## src/rtl/ahbl_arbiter_if.sv

```systemverilog
// Bundle of upstream (src_*) and downstream (dst_*) AHB-lite signals around the N:1 arbiter.
// The slave modport is the arbiter's view. The master modport is the surrounding fabric's view.
interface ahbl_arbiter_if #(
    parameter int N_PORTS = 2,
    parameter int W_ADDR  = 32,
    parameter int W_DATA  = 32
);
    logic [N_PORTS-1:0]        src_hready;
    logic [N_PORTS-1:0]        src_hready_resp;
    logic [N_PORTS-1:0]        src_hresp;
    logic [N_PORTS*W_ADDR-1:0] src_haddr;
    logic [N_PORTS-1:0]        src_hwrite;
    logic [N_PORTS*2-1:0]      src_htrans;
    logic [N_PORTS*3-1:0]      src_hsize;
    logic [N_PORTS*3-1:0]      src_hburst;
    logic [N_PORTS*4-1:0]      src_hprot;
    logic [N_PORTS-1:0]        src_hmastlock;
    logic [N_PORTS*W_DATA-1:0] src_hwdata;
    logic [N_PORTS*W_DATA-1:0] src_hrdata;
    logic [N_PORTS-1:0]        src_hexcl;
    logic [N_PORTS*8-1:0]      src_hmaster;
    logic [N_PORTS-1:0]        src_hexokay;

    logic                      dst_hready;
    logic                      dst_hready_resp;
    logic                      dst_hresp;
    logic [W_ADDR-1:0]         dst_haddr;
    logic                      dst_hwrite;
    logic [1:0]                dst_htrans;
    logic [2:0]                dst_hsize;
    logic [2:0]                dst_hburst;
    logic [3:0]                dst_hprot;
    logic                      dst_hmastlock;
    logic [W_DATA-1:0]         dst_hwdata;
    logic [W_DATA-1:0]         dst_hrdata;
    logic                      dst_hexcl;
    logic [7:0]                dst_hmaster;
    logic                      dst_hexokay;

    modport slave (
        input  src_hready, src_haddr, src_hwrite, src_htrans, src_hsize, src_hburst,
               src_hprot, src_hmastlock, src_hwdata, src_hexcl, src_hmaster,
               dst_hready_resp, dst_hresp, dst_hrdata, dst_hexokay,
        output src_hready_resp, src_hresp, src_hrdata, src_hexokay,
               dst_hready, dst_haddr, dst_hwrite, dst_htrans, dst_hsize, dst_hburst,
               dst_hprot, dst_hmastlock, dst_hwdata, dst_hexcl, dst_hmaster
    );

    modport master (
        output src_hready, src_haddr, src_hwrite, src_htrans, src_hsize, src_hburst,
               src_hprot, src_hmastlock, src_hwdata, src_hexcl, src_hmaster,
               dst_hready_resp, dst_hresp, dst_hrdata, dst_hexokay,
        input  src_hready_resp, src_hresp, src_hrdata, src_hexokay,
               dst_hready, dst_haddr, dst_hwrite, dst_htrans, dst_hsize, dst_hburst,
               dst_hprot, dst_hmastlock, dst_hwdata, dst_hexcl, dst_hmaster
    );
endinterface

```

## src/rtl/ahbl_arbiter.sv

```systemverilog
// AHB-lite N:1 arbiter with a fixed priority (port 0 is highest) and locked-sequence support.
// Each losing address phase is parked in a per-port buffer, and that master is stalled until its transfer completes.
module ahbl_arbiter #(
    parameter int N_PORTS = 2,
    parameter int W_ADDR  = 32,
    parameter int W_DATA  = 32
) (
    input logic          clk,
    input logic          rst_n,
    ahbl_arbiter_if.slave bus
);
    localparam int W_IDX = (N_PORTS > 1) ? $clog2(N_PORTS) : 1;

    typedef struct packed {
        logic [W_ADDR-1:0] haddr;
        logic              hwrite;
        logic [1:0]        htrans;
        logic [2:0]        hsize;
        logic [2:0]        hburst;
        logic [3:0]        hprot;
        logic              hmastlock;
        logic              hexcl;
        logic [7:0]        hmaster;
    } addr_phase_t;

    addr_phase_t        live_ph [N_PORTS];
    addr_phase_t        eff_ph  [N_PORTS];
    addr_phase_t        buf_reg [N_PORTS];
    addr_phase_t        sel_ph;

    logic [N_PORTS-1:0] live, req, elig, gnt, issue, park;
    logic [N_PORTS-1:0] buf_valid_reg, stalled_d_reg, gnt_d_reg;
    logic               lock_valid_reg;
    logic [W_IDX-1:0]   lock_owner_reg;
    logic [W_IDX-1:0]   gnt_idx;
    logic               gnt_any;
    logic               accept;
    logic [W_DATA-1:0]  hwdata_mux;

    generate
        for (genvar gi = 0; gi < N_PORTS; gi++) begin : g_port
            // Gating with rst_n means a master that holds NONSEQ through reset is not forwarded.
            assign live[gi]    = rst_n & bus.src_htrans[2*gi+1] & bus.src_hready[gi];
            assign live_ph[gi] = '{
                haddr:     bus.src_haddr[gi*W_ADDR +: W_ADDR],
                hwrite:    bus.src_hwrite[gi],
                htrans:    bus.src_htrans[gi*2 +: 2],
                hsize:     bus.src_hsize[gi*3 +: 3],
                hburst:    bus.src_hburst[gi*3 +: 3],
                hprot:     bus.src_hprot[gi*4 +: 4],
                hmastlock: bus.src_hmastlock[gi],
                hexcl:     bus.src_hexcl[gi],
                hmaster:   bus.src_hmaster[gi*8 +: 8]
            };
            assign eff_ph[gi] = buf_valid_reg[gi] ? buf_reg[gi] : live_ph[gi];
            assign req[gi]    = buf_valid_reg[gi] | live[gi];
            assign elig[gi]   = req[gi] & (~lock_valid_reg | (lock_owner_reg == W_IDX'(gi)));
            assign gnt[gi]    = gnt_any & (gnt_idx == W_IDX'(gi));
            assign issue[gi]  = accept & gnt[gi];
            assign park[gi]   = live[gi] & ~issue[gi];

            // Responses use only registered state and the dst inputs, never src_htrans.
            assign bus.src_hready_resp[gi] = gnt_d_reg[gi] ? bus.dst_hready_resp
                                                           : ~(buf_valid_reg[gi] | stalled_d_reg[gi]);
            assign bus.src_hresp[gi]       = gnt_d_reg[gi] & bus.dst_hresp;
            assign bus.src_hexokay[gi]     = gnt_d_reg[gi] & bus.dst_hexokay;
            assign bus.src_hrdata[gi*W_DATA +: W_DATA] = bus.dst_hrdata;
        end
    endgenerate

    always_comb begin
        gnt_idx = '0;
        gnt_any = 1'b0;
        for (int i = N_PORTS - 1; i >= 0; i--) begin
            if (elig[i]) begin
                gnt_idx = W_IDX'(i);
                gnt_any = 1'b1;
            end
        end
    end

    assign accept = gnt_any & bus.dst_hready_resp;
    assign sel_ph = eff_ph[gnt_idx];

    always_comb begin
        hwdata_mux = '0;
        for (int i = 0; i < N_PORTS; i++) begin
            if (gnt_d_reg[i]) begin
                hwdata_mux = hwdata_mux | bus.src_hwdata[i*W_DATA +: W_DATA];
            end
        end
    end

    assign bus.dst_hready    = bus.dst_hready_resp;
    assign bus.dst_htrans    = gnt_any ? sel_ph.htrans : 2'b00;
    assign bus.dst_haddr     = sel_ph.haddr;
    assign bus.dst_hwrite    = sel_ph.hwrite;
    assign bus.dst_hsize     = sel_ph.hsize;
    assign bus.dst_hburst    = sel_ph.hburst;
    assign bus.dst_hprot     = sel_ph.hprot;
    assign bus.dst_hmastlock = sel_ph.hmastlock;
    assign bus.dst_hexcl     = sel_ph.hexcl;
    assign bus.dst_hmaster   = sel_ph.hmaster;
    assign bus.dst_hwdata    = hwdata_mux;

    always_ff @(posedge clk or negedge rst_n) begin
        if (!rst_n) begin
            buf_valid_reg  <= '0;
            stalled_d_reg  <= '0;
            gnt_d_reg      <= '0;
            lock_valid_reg <= 1'b0;
            lock_owner_reg <= '0;
        end else begin
            stalled_d_reg <= park;
            buf_valid_reg <= (buf_valid_reg & ~issue) | park;
            if (bus.dst_hready_resp) begin
                gnt_d_reg <= issue;
            end
            // The owner's first unlocked accepted transfer ends the locked sequence.
            if (accept) begin
                lock_valid_reg <= sel_ph.hmastlock;
                lock_owner_reg <= gnt_idx;
            end
        end
    end

    // Buffer contents are only meaningful while the matching bit of buf_valid_reg is set, so they need no reset.
    always_ff @(posedge clk) begin
        for (int i = 0; i < N_PORTS; i++) begin
            if (park[i]) begin
                buf_reg[i] <= live_ph[i];
            end
        end
    end
endmodule
```

## src/flat_wrapper.sv

```systemverilog
// flat-port wrapper written by rule: the top's interface ports become plain ports
module ahbl_arbiter_flat 
#(
    parameter int N_PORTS = 2,
    parameter int W_ADDR  = 32,
    parameter int W_DATA  = 32
)
  (clk, rst_n, bus_src_hready, bus_src_haddr, bus_src_hwrite, bus_src_htrans, bus_src_hsize, bus_src_hburst, bus_src_hprot, bus_src_hmastlock, bus_src_hwdata, bus_src_hexcl, bus_src_hmaster, bus_dst_hready_resp, bus_dst_hresp, bus_dst_hrdata, bus_dst_hexokay, bus_src_hready_resp, bus_src_hresp, bus_src_hrdata, bus_src_hexokay, bus_dst_hready, bus_dst_haddr, bus_dst_hwrite, bus_dst_htrans, bus_dst_hsize, bus_dst_hburst, bus_dst_hprot, bus_dst_hmastlock, bus_dst_hwdata, bus_dst_hexcl, bus_dst_hmaster);
  ahbl_arbiter_if #(.N_PORTS(N_PORTS), .W_ADDR(W_ADDR), .W_DATA(W_DATA)) bus_i ();
  input logic clk;
  input logic rst_n;
  input wire logic [$bits(bus_i.src_hready)-1:0] bus_src_hready;
  input wire logic [$bits(bus_i.src_haddr)-1:0] bus_src_haddr;
  input wire logic [$bits(bus_i.src_hwrite)-1:0] bus_src_hwrite;
  input wire logic [$bits(bus_i.src_htrans)-1:0] bus_src_htrans;
  input wire logic [$bits(bus_i.src_hsize)-1:0] bus_src_hsize;
  input wire logic [$bits(bus_i.src_hburst)-1:0] bus_src_hburst;
  input wire logic [$bits(bus_i.src_hprot)-1:0] bus_src_hprot;
  input wire logic [$bits(bus_i.src_hmastlock)-1:0] bus_src_hmastlock;
  input wire logic [$bits(bus_i.src_hwdata)-1:0] bus_src_hwdata;
  input wire logic [$bits(bus_i.src_hexcl)-1:0] bus_src_hexcl;
  input wire logic [$bits(bus_i.src_hmaster)-1:0] bus_src_hmaster;
  input wire logic [$bits(bus_i.dst_hready_resp)-1:0] bus_dst_hready_resp;
  input wire logic [$bits(bus_i.dst_hresp)-1:0] bus_dst_hresp;
  input wire logic [$bits(bus_i.dst_hrdata)-1:0] bus_dst_hrdata;
  input wire logic [$bits(bus_i.dst_hexokay)-1:0] bus_dst_hexokay;
  output wire logic [$bits(bus_i.src_hready_resp)-1:0] bus_src_hready_resp;
  output wire logic [$bits(bus_i.src_hresp)-1:0] bus_src_hresp;
  output wire logic [$bits(bus_i.src_hrdata)-1:0] bus_src_hrdata;
  output wire logic [$bits(bus_i.src_hexokay)-1:0] bus_src_hexokay;
  output wire logic [$bits(bus_i.dst_hready)-1:0] bus_dst_hready;
  output wire logic [$bits(bus_i.dst_haddr)-1:0] bus_dst_haddr;
  output wire logic [$bits(bus_i.dst_hwrite)-1:0] bus_dst_hwrite;
  output wire logic [$bits(bus_i.dst_htrans)-1:0] bus_dst_htrans;
  output wire logic [$bits(bus_i.dst_hsize)-1:0] bus_dst_hsize;
  output wire logic [$bits(bus_i.dst_hburst)-1:0] bus_dst_hburst;
  output wire logic [$bits(bus_i.dst_hprot)-1:0] bus_dst_hprot;
  output wire logic [$bits(bus_i.dst_hmastlock)-1:0] bus_dst_hmastlock;
  output wire logic [$bits(bus_i.dst_hwdata)-1:0] bus_dst_hwdata;
  output wire logic [$bits(bus_i.dst_hexcl)-1:0] bus_dst_hexcl;
  output wire logic [$bits(bus_i.dst_hmaster)-1:0] bus_dst_hmaster;
  assign bus_i.src_hready = bus_src_hready;
  assign bus_i.src_haddr = bus_src_haddr;
  assign bus_i.src_hwrite = bus_src_hwrite;
  assign bus_i.src_htrans = bus_src_htrans;
  assign bus_i.src_hsize = bus_src_hsize;
  assign bus_i.src_hburst = bus_src_hburst;
  assign bus_i.src_hprot = bus_src_hprot;
  assign bus_i.src_hmastlock = bus_src_hmastlock;
  assign bus_i.src_hwdata = bus_src_hwdata;
  assign bus_i.src_hexcl = bus_src_hexcl;
  assign bus_i.src_hmaster = bus_src_hmaster;
  assign bus_i.dst_hready_resp = bus_dst_hready_resp;
  assign bus_i.dst_hresp = bus_dst_hresp;
  assign bus_i.dst_hrdata = bus_dst_hrdata;
  assign bus_i.dst_hexokay = bus_dst_hexokay;
  assign bus_src_hready_resp = bus_i.src_hready_resp;
  assign bus_src_hresp = bus_i.src_hresp;
  assign bus_src_hrdata = bus_i.src_hrdata;
  assign bus_src_hexokay = bus_i.src_hexokay;
  assign bus_dst_hready = bus_i.dst_hready;
  assign bus_dst_haddr = bus_i.dst_haddr;
  assign bus_dst_hwrite = bus_i.dst_hwrite;
  assign bus_dst_htrans = bus_i.dst_htrans;
  assign bus_dst_hsize = bus_i.dst_hsize;
  assign bus_dst_hburst = bus_i.dst_hburst;
  assign bus_dst_hprot = bus_i.dst_hprot;
  assign bus_dst_hmastlock = bus_i.dst_hmastlock;
  assign bus_dst_hwdata = bus_i.dst_hwdata;
  assign bus_dst_hexcl = bus_i.dst_hexcl;
  assign bus_dst_hmaster = bus_i.dst_hmaster;
  ahbl_arbiter #(.N_PORTS(N_PORTS), .W_ADDR(W_ADDR), .W_DATA(W_DATA)) u_core (.clk(clk), .rst_n(rst_n), .bus(bus_i));
endmodule
```

## config.mk

```make
export PLATFORM = sky130hd
export DESIGN_NAME = ahbl_arbiter_flat
export DESIGN_NICKNAME = d
export VERILOG_FILES = /design/src/rtl/ahbl_arbiter_if.sv /design/src/rtl/ahbl_arbiter.sv /design/src/flat_wrapper.sv
export SDC_FILE = /design/constraint.sdc
export NUM_CORES = 1
export LEC_CHECK = 0
export ABC_AREA = 1
export CORE_AREA = 5 5 141 143
export DETAILED_ROUTE_END_ITERATION = 10
export DIE_AREA = 0 0 146 148
export PLACE_DENSITY_LB_ADDON = 0.1
export SYNTH_ARGS = -nofsm -noshare
export SYNTH_HDL_FRONTEND = slang
export SYNTH_SLANG_ARGS = --single-unit
export TNS_END_PERCENT = 20
```

## constraint.sdc

```tcl
create_clock -name clk -period 6.3 [get_ports clk]
set_input_delay 0.63 -clock clk [delete_from_list [all_inputs] [get_ports clk]]
set_output_delay 0.63 -clock clk [all_outputs]
set_load 0.02 [all_outputs]
```

==> metrics.txt <==
Final #Nets=between 1000 and 1500; GP Congestion=around 0.83; post-synth net total=about 850; Setup CP Type=flip-flop to output pin; WL final=21700 um; Routed Antenna Nets=0; Die Area=~22000 sq um; area occupied by multi-input gates=approximately 2100 sq um; part of the power in combinational logic=0.506; Seq/Total Area, Yosys=0.552; Syn Inst Count=between 600 and 700; Area growth syn-to-layout=47.0%; internal power=2.57 mW; Num CTS Buffers=17; Hold/Removal Path Class=input port to async pin; Post-route DRC=0; core area=between 15000 and 20000 sq um; pin count of the biggest net entering global routing=between 100 and 150; Bufs on Longest Clock Path=2; drt wl/cell=20.2 um; Hold Buf Count CTS=0; final max-slew violation count=0; post-route minimum period=~4400 ps; Async SR Flop Fraction=0.0678; Unique masters post-synth=24; clock slew at reported path FFs=60 ps; Horiz. Die Dim=about 150 um; fmax=228 MHz; row count=50; Post-synth EDFFs=110; nature of the critical path endpoint=output pin; number of synthesized register bits=around 120; CTS tree=done; Tightest Pin Transition=1200 ps; Sw Ratio=0.404; via density per instance=between 4 and 5; GRT Total Usage=0.193; Worst-Skew Late Latency=420 ps; critical path peak fanout=107; Sink Count=around 120; Max Cap Viol=0; commonest cells in the netlist=234 x nand2_1, 110 x edfxtp_1, 68 x buf_4; area share of the largest cell type after synthesis=0.520; count leader, synth=nand2_1; CP Data Arrival Time=3760 ps; status=completed; initial antenna violation count=0; pwr/cell area=between 400 and 500 nW/um^2; Worst EP required=between 5000 and 6000 ps; startpoint types=flip-flop; Netlist Area Pre-Place=around 6400 sq um; number of global-route vias before repair=5281; Slew HR=0.202; clock power share=0.228; initial drt markers=around 260; Overall Power=approximately 4.3 mW; Post-CTS Setup Bufs=0; htree depth=4; leakage=around 3.8 nW; clock root buffer master=clkbuf_16; top cells by area, synth=edfxtp_1 52%, nand2_1 14%, mux2i_1 8.5%, buf_4 8.0%, a22o_1 4.4%; register area=3510 sq um; fill count=roughly 1700; GRT overflow=0; Post-Route Skew=approximately 12 ps; drt first pass iters=4; port bufs=274; Net Switching=1.74 mW; Tcrit/Tclk final=0.697; Flop pwr share=0.265; Yosys Warn Count=0; DP Wirelength=approximately 16000 um; Syn Area/Cell=10.0 sq um; # diodes=0; cell accounting for the most synthesized area=edfxtp_1; maximum vdd drop=0.248 mV; Setup TNS=0 ps; max reg flops=between 100 and 150; die height=between 100 and 150 um; unrepaired setup endpoints after global routing=false; # resized after CTS=0; I/O Pins=about 370; final hold viol count=0; Most used DFF post-synth=edfxtp_1; final number of setup-violating endpoints=0; layout cells sized above 1=0.0571; Starting Density=0.344; detailed-route via count=roughly 5200; first-pass GRT wire length=approximately 32000 um
-- per-layer routing --
metal,vias up,share of wire,global-route usage
met1,2395,0.42,0.240
met3,39,0.095,0.0840
met5,-,0,0
li1,2505,-,-
met4,0,0.021,0.0649
met2,231,0.46,0.304
-- through the flow --
step / instances / hold slack [ps] / setup slack [ps] / util / cell area [sq um]
6_report: 1074 / 527 / 1910 / 0.506 / 9340
2_1_floorplan: 632 / 334 / 3480 / - / 6350
3_5_place_dp: 1042 / 507 / 1940 / 0.473 / 8730
4_1_cts: 1074 / 511 / 1780 / 0.506 / 9340
5_1_grt: 1074 / 536 / 1620 / 0.506 / 9340
3_3_place_gp: 1042 / 493 / 2010 / 0.473 / 8730
-- final cells by class --
| class | count | share of cell area |
|---|---|---|
| clock buffers | 17 | 0.0456 |
| repair buffers | 277 | 0.296 |
| flip-flops and latches | 118 | 0.376 |
| clock inverters | 15 | 0.0193 |
| well taps | 234 | 0.0314 |
| multi-input cells | 399 | 0.226 |
| inverters | 14 | 0.00563 |
-- cells in the final DEF, fill, tap and decap left out, drive strengths merged --
cell type	netlist	routed
and2	1	1
or2	3	3
clkinvlp	0	4
a22o	32	32
inv	14	16
clkbuf	13	17
edfxtp	110	110
o21a	1	1
a21oi	3	3
nor2	4	4
o31ai	1	1
clkinv	0	6
nand3	4	4
mux2i	54	54
bufinv	0	3
o21ai	59	59
dfrtp	8	8
buf	88	3
clkdlybuf4s50	0	274
nand2	237	237
-- final timing paths --
kind	start	endpoint	slack, ps	cells past startpoint
hold / removal	rst_n	u_core.buf_valid_reg[1]	530	1
hold reg to reg	u_core.lock_valid_reg	u_core.lock_valid_reg	530	2
setup / recovery	u_core.buf_valid_reg[1]	bus_dst_haddr[24]	1910	5
setup reg to reg	u_core.buf_valid_reg[0]	u_core.buf_reg[0][55]	2460	9
min in group clk	u_core.lock_valid_reg	u_core.lock_valid_reg	530	2
max in group asynchronous	rst_n	u_core.buf_valid_reg[1]	5440	1
-- critical path, cell delays in order, from the launching register on --
cell             delay, ps
dfrtp_4               1070
inv_2                  150
a21oi_2                250
nand2_4                570
o21ai_1                550
clkdlybuf4s50_1        680
-- cells by family (layout without fill, tap and decap cells) --
group / Yosys count / after routing / share of synthesized area
muxes: 54 / 54 / 0.0851
and+or+nand+nor: 249 / 249 / 0.151
AOI/OAI and AO/OA: 96 / 96 / 0.0959
buffers and inverters: 115 / 323 / 0.117
DFF: 118 / 118 / 0.552
-- power by group through the flow --
stage          combinational (mW)  sequential [mW]  clock [mW]
3_5_place_dp                 2.20             1.17           0
2_1_floorplan                1.47            0.948           0
6_report                     2.18             1.14       0.985
5_1_grt                      2.35             1.17        1.05
4_1_cts                      2.21             1.15        1.01
3_3_place_gp                 2.19             1.16           0
No activity file was read; power rests on OpenSTA's default activity.
